==> config.mk <==
export PLATFORM = sky130hd
export DESIGN_NAME = simon_io_frontend
export DESIGN_NICKNAME = d
export VERILOG_FILES = /design/src/rtl/simon_io_pkg.sv /design/src/rtl/simon_debounce.sv /design/src/rtl/simon_io_frontend.sv
export SDC_FILE = /design/constraint.sdc
export NUM_CORES = 1
export LEC_CHECK = 0
export CAP_MARGIN = 10
export CORE_ASPECT_RATIO = 0.7
export CORE_MARGIN = 2
export CORE_UTILIZATION = 40
export CTS_CLUSTER_DIAMETER = 150
export DETAILED_ROUTE_END_ITERATION = 10
export GPL_ROUTABILITY_DRIVEN = 0
export SYNTH_ARGS = -nofsm -noshare
export SYNTH_HDL_FRONTEND = slang
export SYNTH_HIERARCHICAL = 1
export SYNTH_SLANG_ARGS = --single-unit
==> constraint.sdc <==
create_clock -name wb_clk_i -period 8.7 [get_ports wb_clk_i]
set_clock_uncertainty 0.15 [all_clocks]
set_input_delay 1.74 -clock wb_clk_i [delete_from_list [all_inputs] [get_ports wb_clk_i]]
set_output_delay 1.74 -clock wb_clk_i [all_outputs]
set_load 0.05 [all_outputs]
==> src/rtl/simon_io_pkg.sv <==
// -----------------------------------------------------------------------------
// simon_io_pkg
//
// Shared definitions for the Simon game pad front-end:
//   MS_CNT_W    width of the millisecond-granular hold and scan counters
//   PRESCALE_W  width of the clock-cycle prescaler and ticks_per_milli
//   BLANK_CODE  nibble value that turns a digit dark
//   SEG_FONT    7-segment hex font, bit0 = segment a ... bit6 = segment g,
//               indexed by nibble; entry 15 is the blank pattern
//   seg_pattern final segment drive for one nibble, enable and polarity
// -----------------------------------------------------------------------------
package simon_io_pkg;

   localparam int MS_CNT_W   = 8;
   localparam int PRESCALE_W = 16;

   localparam logic [3:0] BLANK_CODE = 4'hF;

   // Packed so that SEG_FONT[n] selects the pattern for nibble n.
   // Listed from entry 15 down to entry 0.
   localparam logic [15:0][6:0] SEG_FONT = {
      7'h00,   // F : blank
      7'h79,   // E : a d e f g
      7'h5E,   // d : b c d e g
      7'h39,   // C : a d e f
      7'h7C,   // b : c d e f g
      7'h77,   // A : a b c e f g
      7'h6F,   // 9 : a b c d f g
      7'h7F,   // 8 : all
      7'h07,   // 7 : a b c
      7'h7D,   // 6 : a c d e f g
      7'h6D,   // 5 : a c d f g
      7'h66,   // 4 : b c f g
      7'h4F,   // 3 : a b c d g
      7'h5B,   // 2 : a b d e g
      7'h06,   // 1 : b c
      7'h3F    // 0 : a b c d e f
   };

   // Polarity is applied after blanking, so a blank digit on a common-anode
   // display drives every segment line high (i.e. off).
   function automatic logic [6:0] seg_pattern(input logic [3:0] nib,
                                              input logic       enable,
                                              input logic       invert);
      logic [6:0] raw;
      if ((nib == BLANK_CODE) || !enable) begin
         raw = 7'h00;
      end else begin
         raw = SEG_FONT[nib];
      end
      return raw ^ {7{invert}};
   endfunction

endpackage

==> src/rtl/simon_debounce.sv <==
// -----------------------------------------------------------------------------
// simon_debounce
//
// One button channel: two-flop synchroniser, millisecond hold counter,
// debounced level and a single-cycle press pulse.
//
// Ports:
//   clk_i      system clock
//   rst_i      synchronous active-high reset; clears every register
//   tick_i     one-cycle pulse per millisecond
//   btn_raw_i  asynchronous pad level, active-high
//   level_o    debounced level
//   pressed_o  high for one cycle, the cycle after level_o rises
// -----------------------------------------------------------------------------
module simon_debounce
   import simon_io_pkg::*;
#(
   parameter logic [MS_CNT_W-1:0] DEBOUNCE_MS = 8'd10
) (
   input  logic clk_i,
   input  logic rst_i,
   input  logic tick_i,
   input  logic btn_raw_i,
   output logic level_o,
   output logic pressed_o
);

   logic                sync1_q;
   logic                sync2_q;
   logic [MS_CNT_W-1:0] hold_q;
   logic [MS_CNT_W-1:0] hold_d;
   logic                level_q;
   logic                level_d;
   logic                level_prev_q;
   logic                pressed_q;

   // The counter only measures how long the synced level has continuously
   // disagreed with the accepted level; any agreement restarts the count,
   // so a glitch shorter than DEBOUNCE_MS ticks never reaches level_q.
   always_comb begin
      hold_d  = hold_q;
      level_d = level_q;
      if (sync2_q == level_q) begin
         hold_d = '0;
      end else if (tick_i) begin
         if (hold_q + MS_CNT_W'(1) >= DEBOUNCE_MS) begin
            level_d = sync2_q;
            hold_d  = '0;
         end else begin
            hold_d = hold_q + MS_CNT_W'(1);
         end
      end
   end

   always_ff @(posedge clk_i) begin
      if (rst_i) begin
         sync1_q      <= 1'b0;
         sync2_q      <= 1'b0;
         hold_q       <= '0;
         level_q      <= 1'b0;
         level_prev_q <= 1'b0;
         pressed_q    <= 1'b0;
      end else begin
         sync1_q      <= btn_raw_i;
         sync2_q      <= sync1_q;
         hold_q       <= hold_d;
         level_q      <= level_d;
         level_prev_q <= level_q;
         // Rising edge of the accepted level only; releases are silent.
         pressed_q    <= level_q & ~level_prev_q;
      end
   end

   assign level_o   = level_q;
   assign pressed_o = pressed_q;

endmodule

==> src/rtl/simon_io_frontend.sv <==
// -----------------------------------------------------------------------------
// simon_io_frontend
//
// Pad-side front-end for the Simon game core: millisecond prescaler,
// per-button debounce and a multiplexed hex 7-segment display driver.
//
// Ports:
//   wb_clk_i         system clock
//   wb_rst_i         synchronous active-high reset; all outputs read 0
//   ticks_per_milli  clock cycles per millisecond, may change at any time
//   btn_raw          asynchronous button pads, active-high
//   btn_level        debounced button levels
//   btn_pressed      one-cycle pulse per debounced 0->1 transition
//   milli_tick       one-cycle pulse per millisecond
//   digit_values     nibble i is shown on digit i, 0xF is blank
//   digit_enable     0 blanks the corresponding digit
//   segments_invert  1 inverts segment polarity (common-anode)
//   segments         segments a..g, bit0 = a
//   segment_digits   one-hot active-high digit select
// -----------------------------------------------------------------------------
module simon_io_frontend
   import simon_io_pkg::*;
#(
   parameter int                  N_BTN       = 4,
   parameter int                  N_DIGITS    = 2,
   parameter logic [MS_CNT_W-1:0] DEBOUNCE_MS = 8'd10,
   parameter logic [MS_CNT_W-1:0] SCAN_MS     = 8'd2
) (
   input  logic                    wb_clk_i,
   input  logic                    wb_rst_i,
   input  logic [PRESCALE_W-1:0]   ticks_per_milli,
   input  logic [N_BTN-1:0]        btn_raw,
   output logic [N_BTN-1:0]        btn_level,
   output logic [N_BTN-1:0]        btn_pressed,
   output logic                    milli_tick,
   input  logic [4*N_DIGITS-1:0]   digit_values,
   input  logic [N_DIGITS-1:0]     digit_enable,
   input  logic                    segments_invert,
   output logic [6:0]              segments,
   output logic [N_DIGITS-1:0]     segment_digits
);

   localparam int IDX_W = (N_DIGITS > 1) ? $clog2(N_DIGITS) : 1;

   // ---------------------------------------------------------------------
   // Prescaler
   // ---------------------------------------------------------------------
   logic [PRESCALE_W-1:0] presc_q;
   logic [PRESCALE_W-1:0] presc_d;
   logic                  tick_q;
   logic                  tick_d;

   // Comparing with >= rather than == lets a runtime decrease of
   // ticks_per_milli below the current count wrap immediately instead of
   // running the counter round through 0xFFFF.
   always_comb begin
      presc_d = presc_q + PRESCALE_W'(1);
      tick_d  = 1'b0;
      if ((ticks_per_milli < PRESCALE_W'(2)) ||
          (presc_q >= ticks_per_milli - PRESCALE_W'(1))) begin
         presc_d = '0;
         tick_d  = 1'b1;
      end
   end

   always_ff @(posedge wb_clk_i) begin
      if (wb_rst_i) begin
         presc_q <= '0;
         tick_q  <= 1'b0;
      end else begin
         presc_q <= presc_d;
         tick_q  <= tick_d;
      end
   end

   assign milli_tick = tick_q;

   // ---------------------------------------------------------------------
   // Buttons
   // ---------------------------------------------------------------------
   for (genvar g = 0; g < N_BTN; g++) begin : g_btn
      simon_debounce #(
         .DEBOUNCE_MS (DEBOUNCE_MS)
      ) u_debounce (
         .clk_i     (wb_clk_i),
         .rst_i     (wb_rst_i),
         .tick_i    (tick_q),
         .btn_raw_i (btn_raw[g]),
         .level_o   (btn_level[g]),
         .pressed_o (btn_pressed[g])
      );
   end

   // ---------------------------------------------------------------------
   // Scan index
   // ---------------------------------------------------------------------
   logic [IDX_W-1:0]    idx_q;
   logic [IDX_W-1:0]    idx_d;
   logic [MS_CNT_W-1:0] scan_cnt_q;
   logic [MS_CNT_W-1:0] scan_cnt_d;

   always_comb begin
      idx_d      = idx_q;
      scan_cnt_d = scan_cnt_q;
      if (tick_q) begin
         if (scan_cnt_q + MS_CNT_W'(1) >= SCAN_MS) begin
            scan_cnt_d = '0;
            if (idx_q == IDX_W'(N_DIGITS - 1)) begin
               idx_d = '0;
            end else begin
               idx_d = idx_q + IDX_W'(1);
            end
         end else begin
            scan_cnt_d = scan_cnt_q + MS_CNT_W'(1);
         end
      end
   end

   // ---------------------------------------------------------------------
   // Decode
   // ---------------------------------------------------------------------
   // Both the digit select and the segment pattern are derived from idx_d,
   // so they are loaded by the same edge that moves the index and the
   // display never shows one digit's pattern on its neighbour.
   logic [3:0]          nib_sel;
   logic                en_sel;
   logic [6:0]          segments_d;
   logic [N_DIGITS-1:0] digits_d;
   logic [6:0]          segments_q;
   logic [N_DIGITS-1:0] digits_q;

   always_comb begin
      nib_sel  = BLANK_CODE;
      en_sel   = 1'b0;
      digits_d = '0;
      for (int i = 0; i < N_DIGITS; i++) begin
         if (idx_d == IDX_W'(i)) begin
            nib_sel     = digit_values[4*i +: 4];
            en_sel      = digit_enable[i];
            digits_d[i] = 1'b1;
         end
      end
      segments_d = seg_pattern(nib_sel, en_sel, segments_invert);
   end

   // Reset forces the pads to 0 regardless of segments_invert.
   always_ff @(posedge wb_clk_i) begin
      if (wb_rst_i) begin
         idx_q      <= '0;
         scan_cnt_q <= '0;
         segments_q <= '0;
         digits_q   <= '0;
      end else begin
         idx_q      <= idx_d;
         scan_cnt_q <= scan_cnt_d;
         segments_q <= segments_d;
         digits_q   <= digits_d;
      end
   end

   assign segments       = segments_q;
   assign segment_digits = digits_q;

endmodule

==> Flow_metrics.wiki <==
{| class="wikitable"
! Metric !! Value
|-
| Result of the run || finished clean
|-
| Net Sw Frac || 22.60%
|-
| Fill cell instance count of the final layout || about 1.1k
|-
| Final-layout setup total negative slack || 0 ns
|-
| Highest Clock Rate || 0.1835 GHz
|-
| Area of the die || around 13000 um2
|-
| Worst setup path class || in -> reg
|-
| CP Data Required Time || approximately 9 ns
|-
| Combinational group share of total power || 9.3%
|-
| Slew of the pin with the lowest slew margin || ~0.64 ns
|-
| Net Count, Synth || 607
|-
| Proportion of layout cells with a drive suffix above 1 || a little under 6%
|-
| Via count || between 3k and 4k
|-
| Gates resized, CTS repair || 0
|-
| Leakage power of the design || roughly 2.3 nW
|-
| Max FO, Critical Path || 15
|-
| Total internal power || 0.6684 mW
|-
| Asr flop ratio synth || 0%
|-
| Clock Latency Late Sink || 0.33 ns
|-
| Synth cell types || between 50 and 60
|-
| Part of the power in the clock network || between 40% and 50%
|-
| Arrival time reported for the critical path endpoint || approximately 5.6 ns
|-
| Met1 wire length || around 5.1 mm
|-
| Antenna violations before repair || 0
|-
| Drt drc || 0
|-
| CTS buffer count || 9
|-
| Total met2 wirelength after detailed routing || between 4 and 5 mm
|-
| Starting density of the core || between 40% and 50%
|-
| Post-layout minimum cycle time || ~5.4 ns
|-
| Number of primary I/O pins || roughly 50
|-
| Number of clock sinks || 86
|-
| Most used standard cell by instance count after synthesis || sky130_fd_sc_hd__dfxtp_1
|-
| Switching pwr || ~0.2 mW
|-
| Clock tree from TritonCTS || built
|-
| Core Rows || 33
|-
| Pin count of the biggest net entering global routing || 50
|-
| Height of the die || 96.45 um
|-
| Core area || around 12000 um2
|-
| Final Routed Wirelength || around 9.8 mm
|-
| Kind of end point of the critical path || flip-flop
|-
| Total number of yosys warnings || 6
|-
| Tightest slew margin relative to the limit || a little under three fifths
|-
| Synthesized instance count || 540
|-
| Number of enable flip-flop cells after synthesis || 0
|-
| Post-synthesis to final-layout area growth || 19.42%
|-
| Register-to-Register Path Depth || 12
|-
| Pins Over Slew Limit || 0
|-
| Setup repair after global routing missed its margin || no
|-
| Synth area leaders || sky130_fd_sc_hd__dfxtp_1 (35%), sky130_fd_sc_hd__ha_1 (8.7%), sky130_fd_sc_hd__xnor2_1 (5.2%), sky130_fd_sc_hd__nor2_1 (3.8%), sky130_fd_sc_hd__nand2b_1 (3.3%)
|-
| Avg Vias per Cell || 5.104
|-
| Metal3 WL || approximately 390 um
|-
| Post-CTS Setup Bufs || 0
|-
| Register clock-pin slew on the reported worst setup and hold paths || 0.06 ns
|-
| Global-route usage over all layers || about 16%
|-
| Initial DRT Pass Iterations || 4
|-
| Overall power || between 0.8 and 0.9 mW
|-
| Buffers on Ports || 50
|-
| Synthesized area per cell || 9.043 um2
|-
| Top cell type's share of synthesized area || around a third
|-
| Ratio of final minimum period to clock period || a little over three fifths
|-
| Hold Path Stages || 1
|-
| Critical Path Source Type || primary input
|-
| Register area share after synthesis || a little over a third
|-
| Worst hold path type || reg -> reg
|-
| Top FF cell, synth || sky130_fd_sc_hd__dfxtp_1
|-
| Seq cells post-synth || 86
|-
| Average detailed-routed wire length per instance || roughly 13 um
|-
| Detailed Route Iter0 Violations || 99
|-
| Cts hold-fix bufs || 0
|-
| Number of hold violations in the final report || 0
|-
| Power per cell area || 148.1 nW/um2
|-
| Sequential power share || approximately 47%
|-
| Estimated wirelength of the detail-placed design || 7.264 mm
|-
| Overall overflow remaining after global route || 0
|-
| CTS HTree Levels || 3
|-
| First-pass GRT wire length || ~17 mm
|-
| ANT cells || 0
|-
| Library cell used as clock root buffer || sky130_fd_sc_hd__clkbuf_16
|-
| Area of the mapped netlist || ~5000 um2
|-
| Most used standard cells in the synthesized netlist || sky130_fd_sc_hd__dfxtp_1 (86), sky130_fd_sc_hd__nor2_1 (49), sky130_fd_sc_hd__ha_1 (34), sky130_fd_sc_hd__nand3_1 (31), sky130_fd_sc_hd__xnor2_1 (29)
|-
| Total of endpoints with negative setup slack in the final report || 0
|-
| Max Root-Sink Buffers || 2
|-
| Number of max-cap violations || 0
|-
| Peak supply drop || about 94 uV
|-
| Leading area contributor after synthesis || sky130_fd_sc_hd__dfxtp_1
|-
| Vias in the first global route || about 3.6k
|-
| Number of nets with antenna violations after detailed routing || 0
|-
| Final Net Count || between 600 and 700
|-
| Uppermost layer routed || met4
|-
| Width of the chip || 136.1 um
|}
==> area by class of cell <==
cell class                 count  area (um2)  area share, %
multi-input combinational    418        3014          51.68
inverter                      24       90.09          1.545
clock buffer                  13       250.2          4.291
timing repair buffer          52       515.5          8.839
clock inverter                 3       43.79         0.7509
sequential                    86        1722          29.52
tap                          157       196.4          3.368
==> cell families after synthesis <==
group / synth area share (%)
flops: 35.25
xor+xnor: 8.429
mux: 3.536
simple gates: 28.59
fa+ha+maj: 8.711
compound gates: 12.45
buf+inv: 3.023
==> worst max-delay path: stages <==
cell and delay [ns]:
sky130_fd_sc_hd__clkdlybuf4s50_1 0.45, sky130_fd_sc_hd__nor4_1 0.36, sky130_fd_sc_hd__nor2b_1 0.29, sky130_fd_sc_hd__nand2_1 0.18, sky130_fd_sc_hd__nor4_1 0.34, sky130_fd_sc_hd__xnor2_1 0.19
sky130_fd_sc_hd__ha_1 0.27, sky130_fd_sc_hd__nor2b_1 0.13, sky130_fd_sc_hd__o21ai_0 0.15, sky130_fd_sc_hd__nand2b_1 0.09, sky130_fd_sc_hd__or4_1 0.40, sky130_fd_sc_hd__a21oi_1 0.13
sky130_fd_sc_hd__nor3_1 0.07, sky130_fd_sc_hd__or3_1 0.57, sky130_fd_sc_hd__nor2_1 0.19
==> placed cells by master (no fill, tap or decap), types with 4 or more instances in the layout <==
master / n
sky130_fd_sc_hd__nor3b_1: 4
sky130_fd_sc_hd__nor4_1: 4
sky130_fd_sc_hd__ha_1: 34
sky130_fd_sc_hd__or2b_1: 4
sky130_fd_sc_hd__inv_1: 24
sky130_fd_sc_hd__clkbuf_16: 9
sky130_fd_sc_hd__a211o_1: 5
sky130_fd_sc_hd__or3_1: 4
sky130_fd_sc_hd__nand3b_1: 5
sky130_fd_sc_hd__and3_1: 9
sky130_fd_sc_hd__nand2_1: 21
sky130_fd_sc_hd__o21ai_0: 4
sky130_fd_sc_hd__xnor2_1: 29
sky130_fd_sc_hd__nand3_1: 31
sky130_fd_sc_hd__nand2b_1: 26
sky130_fd_sc_hd__and2_1: 20
sky130_fd_sc_hd__o211ai_1: 5
sky130_fd_sc_hd__a21oi_1: 28
sky130_fd_sc_hd__and4_1: 4
sky130_fd_sc_hd__nand4_1: 9
sky130_fd_sc_hd__nand4b_1: 8
sky130_fd_sc_hd__or2_1: 4
sky130_fd_sc_hd__nor2b_1: 18
sky130_fd_sc_hd__mux2i_1: 15
sky130_fd_sc_hd__nand3_2: 4
sky130_fd_sc_hd__xor2_1: 18
sky130_fd_sc_hd__a221oi_4: 4
sky130_fd_sc_hd__nor2_1: 49
sky130_fd_sc_hd__or4_1: 7
sky130_fd_sc_hd__nor3_1: 10
sky130_fd_sc_hd__a21boi_2: 6
sky130_fd_sc_hd__a21o_1: 7
sky130_fd_sc_hd__dfxtp_1: 86
sky130_fd_sc_hd__clkdlybuf4s50_1: 50
==> routing by layer <==
layer | track usage, % | vias to the layer above
met1 | 21.90 | 1759
met5 | 0 | -
met4 | 4.427 | 0
met2 | 24.92 | 65
li1 | - | 2010
met3 | 4.278 | 9
==> state kept, by name, summed over array words and instances, names as in the netlist <==
name                           count
milli_tick                         1
g_btn.u_debounce/level_prev_q      4
g_btn.u_debounce/level_o           4
g_btn.u_debounce/sync1_q           4
presc_q                           16
idx_q                              1
g_btn.u_debounce/hold_q           32
g_btn.u_debounce/pressed_o         4
g_btn.u_debounce/sync2_q           4
segment_digits                     1
scan_cnt_q                         8
segments                           7
==> per-stage QoR <==
stage / instances / hold WS [ns] / worst slack [ns] / area (um2) / util [%]
after floorplan: 540 / 0.2182 / 3.801 / 4883 / -
after global placement: 737 / 0.2218 / 3.153 / 5538 / 46.90
after detailed placement: 737 / 0.2214 / 2.932 / 5538 / 46.90
after CTS: 753 / 0.2313 / 3.258 / 5832 / 49.39
after global routing: 753 / 0.2448 / 2.907 / 5832 / 49.39
final: 753 / 0.2308 / 3.252 / 5832 / 49.39
==> worst paths after layout <==
check	startpoint	end	slack, ns
min reg2reg	g_btn[0].u_debounce/level_prev_q	g_btn[0].u_debounce/pressed_o	0.23
min	g_btn[0].u_debounce/level_prev_q	g_btn[0].u_debounce/pressed_o	0.23
max reg2reg	scan_cnt_q[3]	segments[4]	4.78
max	ticks_per_milli[4]	presc_q[12]	3.25
==> power groups by stage <==
stage,clock network (mW),logic [mW],registers (mW)
floorplan,0,0.0355,0.422
global placement,0,0.0795,0.413
detailed placement,0,0.0807,0.413
CTS,0.391,0.0813,0.404
global route,0.413,0.0884,0.404
finish,0.379,0.0807,0.404
Power figures use the tool's default switching activity.
